File: src/rtl/mult_seq_pkg.sv
// Shared definitions for the sequential shift-and-add multiplier:
// default widths and the controller state encoding.
package mult_seq_pkg;

  localparam int WIDTH_DEF = 32;
  localparam int CNT_W_DEF = 5;

  typedef enum logic [1:0] {
    ST_IDLE = 2'd0,
    ST_RUN  = 2'd1,
    ST_FIX  = 2'd2
  } state_t;

endpackage

File: src/rtl/mult_seq_if.sv
// Start/busy/done handshake plus operand and product buses of the multiplier.
interface mult_seq_if
  import mult_seq_pkg::*;
#(
  parameter int WIDTH = WIDTH_DEF
);

  logic             start;
  logic             sgn;
  logic [WIDTH-1:0] sr;
  logic [WIDTH-1:0] tg;
  logic             busy;
  logic             done;
  logic [WIDTH-1:0] hi;
  logic [WIDTH-1:0] lo;

  modport master (
    output start, sgn, sr, tg,
    input  busy, done, hi, lo
  );

  modport slave (
    input  start, sgn, sr, tg,
    output busy, done, hi, lo
  );

endinterface

File: src/rtl/mult_seq_adder_w.sv
// WIDTH-bit ripple-carry adder built from one-bit full-adder cells.
module adder_w
  import mult_seq_pkg::*;
#(
  parameter int WIDTH = WIDTH_DEF
) (
  output logic [WIDTH-1:0] sum,
  output logic             cout,
  input  logic [WIDTH-1:0] a,
  input  logic [WIDTH-1:0] b,
  input  logic             cin
);

  for (genvar gi = 0; gi < WIDTH; gi++) begin : g_fa
    logic ci;
    logic co;
    logic axb;

    // Each cell owns its carry so the chain is a set of distinct nets
    if (gi == 0) begin : g_first
      assign ci = cin;
    end else begin : g_rest
      assign ci = g_fa[gi-1].co;
    end

    assign axb     = a[gi] ^ b[gi];
    assign sum[gi] = axb ^ ci;
    assign co      = (a[gi] & b[gi]) | (axb & ci);
  end

  assign cout = g_fa[WIDTH-1].co;

endmodule

File: src/rtl/mult_seq.sv
// Multi-cycle shift-and-add multiplier for MULT/MULTU: magnitudes are
// multiplied unsigned over WIDTH cycles, then the sign is applied in one fix-up cycle.
module mult_seq
  import mult_seq_pkg::*;
#(
  parameter int WIDTH = WIDTH_DEF,
  parameter int CNT_W = CNT_W_DEF
) (
  input  logic       clk,
  input  logic       rst,
  mult_seq_if.slave  bus
);

  state_t               state_q, state_d;
  logic [CNT_W-1:0]     cnt_q, cnt_d;
  logic [2*WIDTH-1:0]   p_q, p_d;
  logic [WIDTH-1:0]     mcand_q, mcand_d;
  logic                 neg_q, neg_d;
  logic [WIDTH-1:0]     hi_q, hi_d;
  logic [WIDTH-1:0]     lo_q, lo_d;
  logic                 done_q, done_d;

  logic [WIDTH-1:0]     sr_mag, tg_mag;
  logic [WIDTH-1:0]     acc_sum;
  logic                 acc_c;
  logic [2*WIDTH-1:0]   p_neg;
  logic                 neg_cout;

  // The most negative value maps onto itself, which is its correct unsigned magnitude
  assign sr_mag = (bus.sgn && bus.sr[WIDTH-1]) ? (~bus.sr + WIDTH'(1)) : bus.sr;
  assign tg_mag = (bus.sgn && bus.tg[WIDTH-1]) ? (~bus.tg + WIDTH'(1)) : bus.tg;

  adder_w #(.WIDTH(WIDTH)) u_acc (
    .sum  (acc_sum),
    .cout (acc_c),
    .a    (p_q[2*WIDTH-1:WIDTH]),
    .b    (mcand_q),
    .cin  (1'b0)
  );

  adder_w #(.WIDTH(2*WIDTH)) u_neg (
    .sum  (p_neg),
    .cout (neg_cout),
    .a    (~p_q),
    .b    ({(2*WIDTH){1'b0}}),
    .cin  (1'b1)
  );

  always_comb begin
    state_d = state_q;
    cnt_d   = cnt_q;
    p_d     = p_q;
    mcand_d = mcand_q;
    neg_d   = neg_q;
    hi_d    = hi_q;
    lo_d    = lo_q;
    done_d  = 1'b0;

    case (state_q)
      ST_IDLE: begin
        if (bus.start) begin
          mcand_d = sr_mag;
          p_d     = {{WIDTH{1'b0}}, tg_mag};
          neg_d   = bus.sgn & (bus.sr[WIDTH-1] ^ bus.tg[WIDTH-1]);
          cnt_d   = '0;
          state_d = ST_RUN;
        end
      end
      ST_RUN: begin
        if (p_q[0]) begin
          p_d = {acc_c, acc_sum, p_q[WIDTH-1:1]};
        end else begin
          p_d = {1'b0, p_q[2*WIDTH-1:1]};
        end
        cnt_d = cnt_q + CNT_W'(1);
        if (cnt_q == CNT_W'(WIDTH - 1)) begin
          state_d = ST_FIX;
        end
      end
      ST_FIX: begin
        // A carry out of the negation means P was zero, whose negation is P itself
        if (neg_q && !neg_cout) begin
          {hi_d, lo_d} = p_neg;
        end else begin
          {hi_d, lo_d} = p_q;
        end
        done_d  = 1'b1;
        state_d = ST_IDLE;
      end
      default: begin
        state_d = ST_IDLE;
      end
    endcase
  end

  always_ff @(posedge clk) begin
    if (rst) begin
      state_q <= ST_IDLE;
      cnt_q   <= '0;
      p_q     <= '0;
      mcand_q <= '0;
      neg_q   <= 1'b0;
      hi_q    <= '0;
      lo_q    <= '0;
      done_q  <= 1'b0;
    end else begin
      state_q <= state_d;
      cnt_q   <= cnt_d;
      p_q     <= p_d;
      mcand_q <= mcand_d;
      neg_q   <= neg_d;
      hi_q    <= hi_d;
      lo_q    <= lo_d;
      done_q  <= done_d;
    end
  end

  assign bus.busy = (state_q != ST_IDLE);
  assign bus.done = done_q;
  assign bus.hi   = hi_q;
  assign bus.lo   = lo_q;

endmodule

File: src/flat_wrapper.sv
// flat-port wrapper written by rule: the top's interface ports become plain ports
module mult_seq_flat import mult_seq_pkg::*;
#(
  parameter int WIDTH = WIDTH_DEF,
  parameter int CNT_W = CNT_W_DEF
)
  (clk, rst, bus_start, bus_sgn, bus_sr, bus_tg, bus_busy, bus_done, bus_hi, bus_lo);
  mult_seq_if #(.WIDTH(WIDTH)) bus_i ();
  input  logic clk;
  input  logic rst;
  input wire logic [$bits(bus_i.start)-1:0] bus_start;
  input wire logic [$bits(bus_i.sgn)-1:0] bus_sgn;
  input wire logic [$bits(bus_i.sr)-1:0] bus_sr;
  input wire logic [$bits(bus_i.tg)-1:0] bus_tg;
  output wire logic [$bits(bus_i.busy)-1:0] bus_busy;
  output wire logic [$bits(bus_i.done)-1:0] bus_done;
  output wire logic [$bits(bus_i.hi)-1:0] bus_hi;
  output wire logic [$bits(bus_i.lo)-1:0] bus_lo;
  assign bus_i.start = bus_start;
  assign bus_i.sgn = bus_sgn;
  assign bus_i.sr = bus_sr;
  assign bus_i.tg = bus_tg;
  assign bus_busy = bus_i.busy;
  assign bus_done = bus_i.done;
  assign bus_hi = bus_i.hi;
  assign bus_lo = bus_i.lo;
  mult_seq #(.WIDTH(WIDTH), .CNT_W(CNT_W)) u_core (.clk(clk), .rst(rst), .bus(bus_i));
endmodule
File: config.mk
export PLATFORM = sky130hd
export DESIGN_NAME = mult_seq_flat
export DESIGN_NICKNAME = d
export VERILOG_FILES = /design/src/rtl/mult_seq_pkg.sv /design/src/rtl/mult_seq_if.sv /design/src/rtl/mult_seq_adder_w.sv /design/src/rtl/mult_seq.sv /design/src/flat_wrapper.sv
export SDC_FILE = /design/constraint.sdc
export NUM_CORES = 1
export LEC_CHECK = 0
export CAP_MARGIN = 10
export CORE_MARGIN = 10
export CORE_UTILIZATION = 35
export DETAILED_ROUTE_END_ITERATION = 10
export GPL_ROUTABILITY_DRIVEN = 0
export SYNTH_ARGS = -nofsm -noshare
export SYNTH_HDL_FRONTEND = slang
export SYNTH_HIERARCHICAL = 1
export SYNTH_SLANG_ARGS = --single-unit
File: constraint.sdc
create_clock -name clk -period 33.2 [get_ports clk]
set_input_delay 8.3 -clock clk [delete_from_list [all_inputs] [get_ports clk]]
set_output_delay 8.3 -clock clk [all_outputs]
set_load 0.005 [all_outputs]
* Yosys cells after proc, flatten, opt, wreduce, memory -nomap -nowiden
Cells that the tools add are included.
Widths: inputs -> output; s select.
** Word-level totals
- Flip-flop bits (word level) :: 169
- Latch bits :: 0
- Bits in writable memories :: 0
- Bits in read-only memories :: 0
- Input port bits :: 68
- Output and inout port bits :: 66
- Memories :: 0
** Operators by class
- Add/subtract/negate cells :: 3
- $mul :: 0
- Div/mod/pow operators :: 0
- Magnitude comparators :: 0
- Equal/unequal tests :: 5
- Shift-type cells :: 0
- Muxes and demuxes :: 13
- Bitwise operators :: 289
- Reduce and logical (&&, ||, !) cells :: 10
** Operators with widths (number)
- $mux 32 :: 4
- $mux 64 :: 2
- $pmux 64 s2 :: 1
- $and 1x1->1 :: 127
- $xor 1x1->1 :: 127
- $add 32x1->32 const B :: 2
- $not 32->32 :: 2
- $not 64->64 :: 1
- $or 1x1->1 :: 31
- $pmux 5 s2 :: 1
- $reduce_and 2->1 :: 3
- $add 5x1->5 const B :: 1
- $eq 5x5->1 const B :: 1
- $mux 5 :: 1
- $mux 2 :: 2
- $pmux 2 s2 :: 1
- $reduce_bool 2->1 :: 2
- $logic_and 1x1->1 :: 3
- $eq 2x1->1 const B :: 1
- $eq 2x2->1 const B :: 1
- $logic_not 2->1 :: 1
- $ne 2x1->1 const B :: 1
- $ne 2x2->1 const B :: 1
- $logic_not 1->1 :: 1
- 2 further kinds :: 2

* Longest topological paths before layout
- Depth in word-level cells :: 67
- Depth in mapped cells :: 76
- Depth with buffers taken out :: 73

* By module
Netlist, hierarchy kept.
** By module, submodules not included
- mult_seq :: times used 1, cells an instance 1167, area an instance 8841.0 um2
- adder_w (u_core.u_neg) :: times used 1, cells an instance 74, area an instance 1318.8 um2
- adder_w (u_core.u_acc) :: times used 1, cells an instance 42, area an instance 678.2 um2

* Worst setup path after synthesis
OpenSTA, ideal clock, no wires.
- Kind :: register to register
- Start :: register u_core.p_q[0]
- End :: register u_core.hi_q[21], in the netlist u_core/bus.hi[21]
- Library setup time :: 86 ps
- Arrival time :: 25683 ps
- Required time :: 33114 ps
- Slack :: 7432 ps
- Cell stages (with the launch flop) :: 76
- Path buffers :: 3
- Period minus slack after synthesis :: 25768 ps
- Cell sequence :: dfxtp_1 > clkbuf_1 > inv_1 > inv_1 > fa_1 > inv_1 > fa_1 > fa_1 > fa_1 > fa_1 > fa_1 > fa_1 > fa_1 > fa_1 > fa_1 > fa_1 > fa_1 > fa_1 > [40 not listed] > fa_1 > fa_1 > fa_1 > fa_1 > fa_1 > fa_1 > fa_1 > fa_1 > fa_1 > fa_1 > inv_1 > fa_1 > inv_1 > nor2b_1 > clkbuf_1 > buf_1 > a21oi_1 > a211oi_1
** On the way
- Cells in the longest elaborated chain, start to end :: 67
- Elaborated cells on any way between the ends :: 68
- Classes of those cells :: mux (1); bitwise (65); reduce/logical (2)
** RTL lines
- start, declared :: line mult_seq.sv:16 : logic [2*WIDTH-1:0] p_q, p_d;
- start signal, assigned :: line mult_seq.sv:109 : p_q <= p_d;
- $not 64->64 :: line mult_seq.sv:44 : .a (~p_q),
- $and 1x1->1 (63 in a row) :: line mult_seq_adder_w.sv:28 : assign co = (a[gi] & b[gi]) | (axb & ci);
- via u_core.neg_cout :: line mult_seq.sv:27 : logic neg_cout;
- $logic_not 1->1 :: line mult_seq.sv:82 : if (neg_q && !neg_cout) begin
- $logic_and 1x1->1 :: line mult_seq.sv:82
- $mux 32 :: line mult_seq.sv:82
- end signal, assigned :: line mult_seq.sv:112 : hi_q <= hi_d;
- end, declared :: line mult_seq.sv:19 : logic [WIDTH-1:0] hi_q, hi_d;
The timed path passes the listed nets, and every way through them passes these cells.
A chain may end at the register's enable or synchronous reset.

* Worst setup path after layout
- Start :: register u_core.p_q[0]
- End :: register u_core.lo_q[26], in the netlist u_core/bus.lo[26]
** On the way
- Cells in the longest elaborated chain, start to end :: 67
- Elaborated cells on any way between the ends :: 68
- Classes of those cells :: mux (1); bitwise (65); reduce/logical (2)
** RTL lines
- $not 64->64 :: line mult_seq.sv:44
- $and 1x1->1 (63 in a row) :: line mult_seq_adder_w.sv:28
- via u_core.neg_cout :: line mult_seq.sv:27
- $logic_not 1->1 :: line mult_seq.sv:82
- $logic_and 1x1->1 :: line mult_seq.sv:82
- $mux 32 :: line mult_seq.sv:82
- end signal, assigned :: line mult_seq.sv:113 : lo_q <= lo_d;
- end, declared :: line mult_seq.sv:20 : logic [WIDTH-1:0] lo_q, lo_d;
The timed path passes the listed nets, and every way through them passes these cells.

==> Flow_metrics.wiki <==
{| class="wikitable"
! Metric !! Value
|-
| Run status || finished clean
|-
| Family of cells with the greatest summed delay on the critical path || adder cells
|-
| Residual DRC || 0
|-
| # clock sinks || about 170
|-
| Floorplan die width || 196.0 um
|-
| RSZ-0062 raised after global routing || false
|-
| Slowest cell delay on critical path || approximately 1000 ps
|-
| Synthesized instance count || between 1,000 and 1,500
|-
| Count of unique library cells instantiated by Yosys || 65
|-
| Worst Skew || 10.00 ps
|-
| Layout Area Growth over Synthesis || 22.19%
|-
| Leading cell type in the layout, fill and taps excluded || nor2_1
|-
| Total number of H-tree levels || 4
|-
| R2R Path Start || u_core/p_q[0]$_SDFFE_PP0P_
|-
| Post-route minimum period || about 28,000 ps
|-
| Detailed-route wire length per cell || approximately 16 um
|-
| Pin slew with the least headroom to its limit || 1157 ps
|-
| Commonest cells after routing, fill and taps aside || 259 x nor2_1, 168 x dfxtp_1, 132 x clkdlybuf4s50_1, 111 x a21oi_1, 96 x fa_1
|-
| Data required time at the worst endpoint || ~34,000 ps
|-
| Net count of the finished layout || around 1,600
|-
| Resized cells post-CTS || 0
|-
| Fraction of layout cells with a size suffix above 1 || 0.04849
|-
| Postcts setup bufs || 0
|-
| Arrival time worst endpoint || 28,400 ps
|-
| Post-synth EDFFs || 0
|-
| Endpoint with the worst hold slack || u_core/mcand_q[0]$_SDFFE_PP0P_
|-
| Area inside the core boundary || 0.03059 sq mm
|-
| Sequential element share of the synthesized area || 0.3122
|-
| Reg2Reg Capture Point || u_core/bus.lo[26]$_SDFFE_PP0P_
|-
| Kind of path behind the tightest hold check || reg -> reg
|-
| Total clock buffers created by CTS || 17
|-
| Post-synthesis instance area || 0.01084 sq mm
|-
| Yosys synthesis warning count || 6
|-
| Met1 usage || 0.2262
|-
| Sum of overflow across all layers after global routing || 0
|-
| Hold Path Depth || 2
|-
| GRT met2 Usage || 0.2120
|-
| Effective utilization at floorplan || 0.3543
|-
| Detailed-router iteration count before antenna repair || 5
|-
| Sum of negative setup slack || 0 ps
|-
| HP Start || u_core/mcand_q[0]$_SDFFE_PP0P_
|-
| Fraction of the cycle the final worst path needs || 0.8451
|-
| Cell count of the worst reg-to-reg path || 73
|-
| Synth Register Bits || roughly 170
|-
| Max VDD drop || 36.12 uV
|-
| Pin count of the biggest net entering global routing || roughly 130
|-
| Die area || 0.03840 sq mm
|-
| Detailed Route Iter0 Violations || a little over 600
|-
| Global-route usage over all layers || 0.1516
|-
| Number of routed nets with antenna violations || 0
|-
| Total inserted antenna cells || 0
|-
| Total chip power || just over 0.0005 W
|-
| Max-cap viol count || 0
|-
| Slowest library cell on the worst path || dfxtp_2
|-
| Number of vias in the routed layout || about 9,000
|-
| Static power due to leakage || approximately 4.6 nW
|-
| Clock tree from TritonCTS || built
|-
| Peak Freq || 35.64 MHz
|-
| Final-report max-slew violation count || 0
|-
| Final Setup Violations || 0
|-
| Fraction of registers with async set or reset after synthesis || 0
|-
| Number of rows created at floorplan || 64
|-
| Number of global-route vias before repair || 8,848
|-
| Clock Path Buffers || 2
|-
| Primary flip-flop cell chosen by synthesis mapping || dfxtp_1
|-
| CP startpoint kind || flop
|-
| Routed Wire Length || ~29 mm
|-
| Setup slack of the worst register-to-register path || roughly 5100 ps
|-
| Met3 track utilization from global routing || 0.03564
|-
| Synth Area per Inst || 8.447 sq um
|-
| Root buf cell || clkbuf_16
|-
| Clock-pin slew reported for the worst setup and hold paths after clock tree synthesis || ~70 ps
|-
| Die boundary height || 196.0 um
|-
| Final hold violation count || 0
|-
| Number of antenna violations at the first check in global routing || 0
|-
| Wire length of the first global-routing pass || 48.10 mm
|-
| Number of I/O port buffers || 133
|-
| Maximum fanout along the worst path || approximately 130
|-
| Slew margin rel. || 0.2287
|-
| P per Cell Area || around 38 mW/mm^2
|-
| Dominant cell type by count on the critical path || fa_1
|-
| Hold buffer count at CTS || 0
|-
| Endpoint class of the critical path || flop
|-
| Final HPWL DP || roughly 22 mm
|-
| Clock insertion delay at the later pin of the skew report || roughly 430 ps
|-
| IO Pins || 134
|-
| Bufs and invs on worst path || 6
|-
| Crit Path Category || reg -> reg
|-
| Drt via density || roughly 5.0
|-
| GRT Max-Usage Layer || met1
|}
==> metal layers <==
layer  vias up  part of all wire  wire length, um
met3        16             0.050             1444
met5         -                 0                0
li1       4648                 -                -
met2       190              0.41            12050
met1      4258              0.53            15350
met4         0            0.0099              288
==> per-stage QoR <==
| stage | setup WS, ps | std cells | hold WS [ps] | utilization | area, sq um |
|---|---|---|---|---|---|
| floorplan | 7432 | 1347 | 427.3 | - | 11080 |
| global placement | 5619 | 1787 | 449.5 | 0.4125 | 12620 |
| detailed placement | 5241 | 1787 | 450.5 | 0.4125 | 12620 |
| CTS | 5156 | 1819 | 460.8 | 0.4329 | 13240 |
| global route | 4068 | 1819 | 483.0 | 0.4329 | 13240 |
| finish | 5143 | 1819 | 457.3 | 0.4329 | 13240 |
==> flip-flops by register name, indices dropped and copies added (netlist names) <==
signal,flops
u_core/p_q,64
u_core/bus.hi,32
u_core/bus.lo,32
u_core/mcand_q,32
u_core/cnt_q,5
u_core/state_q,2
u_core/bus.done,1
u_core/neg_q,1
==> cell type report <==
| cell class | instances | area, sq um |
|---|---|---|
| Clock buffer | 18 | 439.2 |
| Clock inverter | 14 | 183.9 |
| Fill cell | 3048 | 17350 |
| Inverter | 94 | 352.8 |
| Multi-Input combinational cell | 986 | 6990 |
| Sequential cell | 169 | 3385 |
| Tap cell | 396 | 495.5 |
| Timing Repair Buffer | 142 | 1396 |
==> synthesized netlist by cell type (5+ instances only) <==
| cell type | n | area share |
|---|---|---|
| o22ai_1 | 14 | 0.0081 |
| inv_1 | 94 | 0.033 |
| xnor2_1 | 22 | 0.018 |
| a22oi_1 | 13 | 0.0090 |
| a221oi_1 | 5 | 0.0040 |
| a211oi_1 | 81 | 0.056 |
| a31oi_1 | 53 | 0.031 |
| dfxtp_1 | 169 | 0.31 |
| buf_1 | 11 | 0.0038 |
| nand4_1 | 13 | 0.0075 |
| nand3_1 | 21 | 0.0097 |
| clkbuf_1 | 80 | 0.028 |
| nor3_1 | 22 | 0.010 |
| buf_2 | 7 | 0.0032 |
| and3_1 | 7 | 0.0040 |
| mux2i_1 | 38 | 0.035 |
| a311oi_1 | 5 | 0.0040 |
| o21ai_0 | 16 | 0.0074 |
| nor4_1 | 10 | 0.0058 |
| xor2_1 | 15 | 0.012 |
| nand2_1 | 41 | 0.014 |
| nor2_1 | 259 | 0.090 |
| o31ai_1 | 5 | 0.0035 |
| a21oi_1 | 111 | 0.051 |
| nor2b_1 | 6 | 0.0035 |
| fa_1 | 96 | 0.18 |
| or4_1 | 5 | 0.0035 |
==> worst register-to-register path, delay by kind of cell (launching register included) <==
family,cells,cell delay (ps)
buffers and inverters,6,1280
DFF,1,1010
and+or+nand+nor,1,90
adders and majority gates,64,24940
AOI/OAI and AO/OA,2,610
==> where the power goes <==
| group | switching, W | internal, W | leakage [nW] | total [W] |
|---|---|---|---|---|
| Sequential | 0.00000826 | 0.000210 | 1.37 | 0.000218 |
| Clock | 0.0000902 | 0.000122 | 0.304 | 0.000213 |
| Combinational | 0.0000466 | 0.0000322 | 2.90 | 0.0000788 |
==> worst max path at each step <==
| stage | start | endpoint | slack (ps) | depth (start not counted) |
|---|---|---|---|---|
| floorplan | u_core/p_q[0]$_SDFFE_PP0P_ | u_core/bus.hi[21]$_SDFFE_PP0P_ | 7430 | 75 |
| global placement | u_core/p_q[0]$_SDFFE_PP0P_ | u_core/bus.lo[26]$_SDFFE_PP0P_ | 5620 | 73 |
| detailed placement | u_core/p_q[0]$_SDFFE_PP0P_ | u_core/bus.lo[26]$_SDFFE_PP0P_ | 5240 | 73 |
| CTS | u_core/p_q[0]$_SDFFE_PP0P_ | u_core/bus.lo[26]$_SDFFE_PP0P_ | 5160 | 73 |
| global route | u_core/p_q[0]$_SDFFE_PP0P_ | u_core/bus.lo[26]$_SDFFE_PP0P_ | 4070 | 73 |
| finish | u_core/p_q[0]$_SDFFE_PP0P_ | u_core/bus.lo[26]$_SDFFE_PP0P_ | 5140 | 73 |
==> logic make-up after synthesis <==
| kind of cell | share of synthesized area |
|---|---|
| AO/OA/AOI/OAI | 0.1964 |
| adder cells (fa/ha/maj) | 0.1819 |
| buffers and inverters | 0.06731 |
| flip-flops | 0.3122 |
| AND/OR/NAND/NOR | 0.1765 |
| multiplexers | 0.03510 |
| other | 0.0006929 |
| XOR/XNOR | 0.02990 |
(Power assumes the default switching activity.)
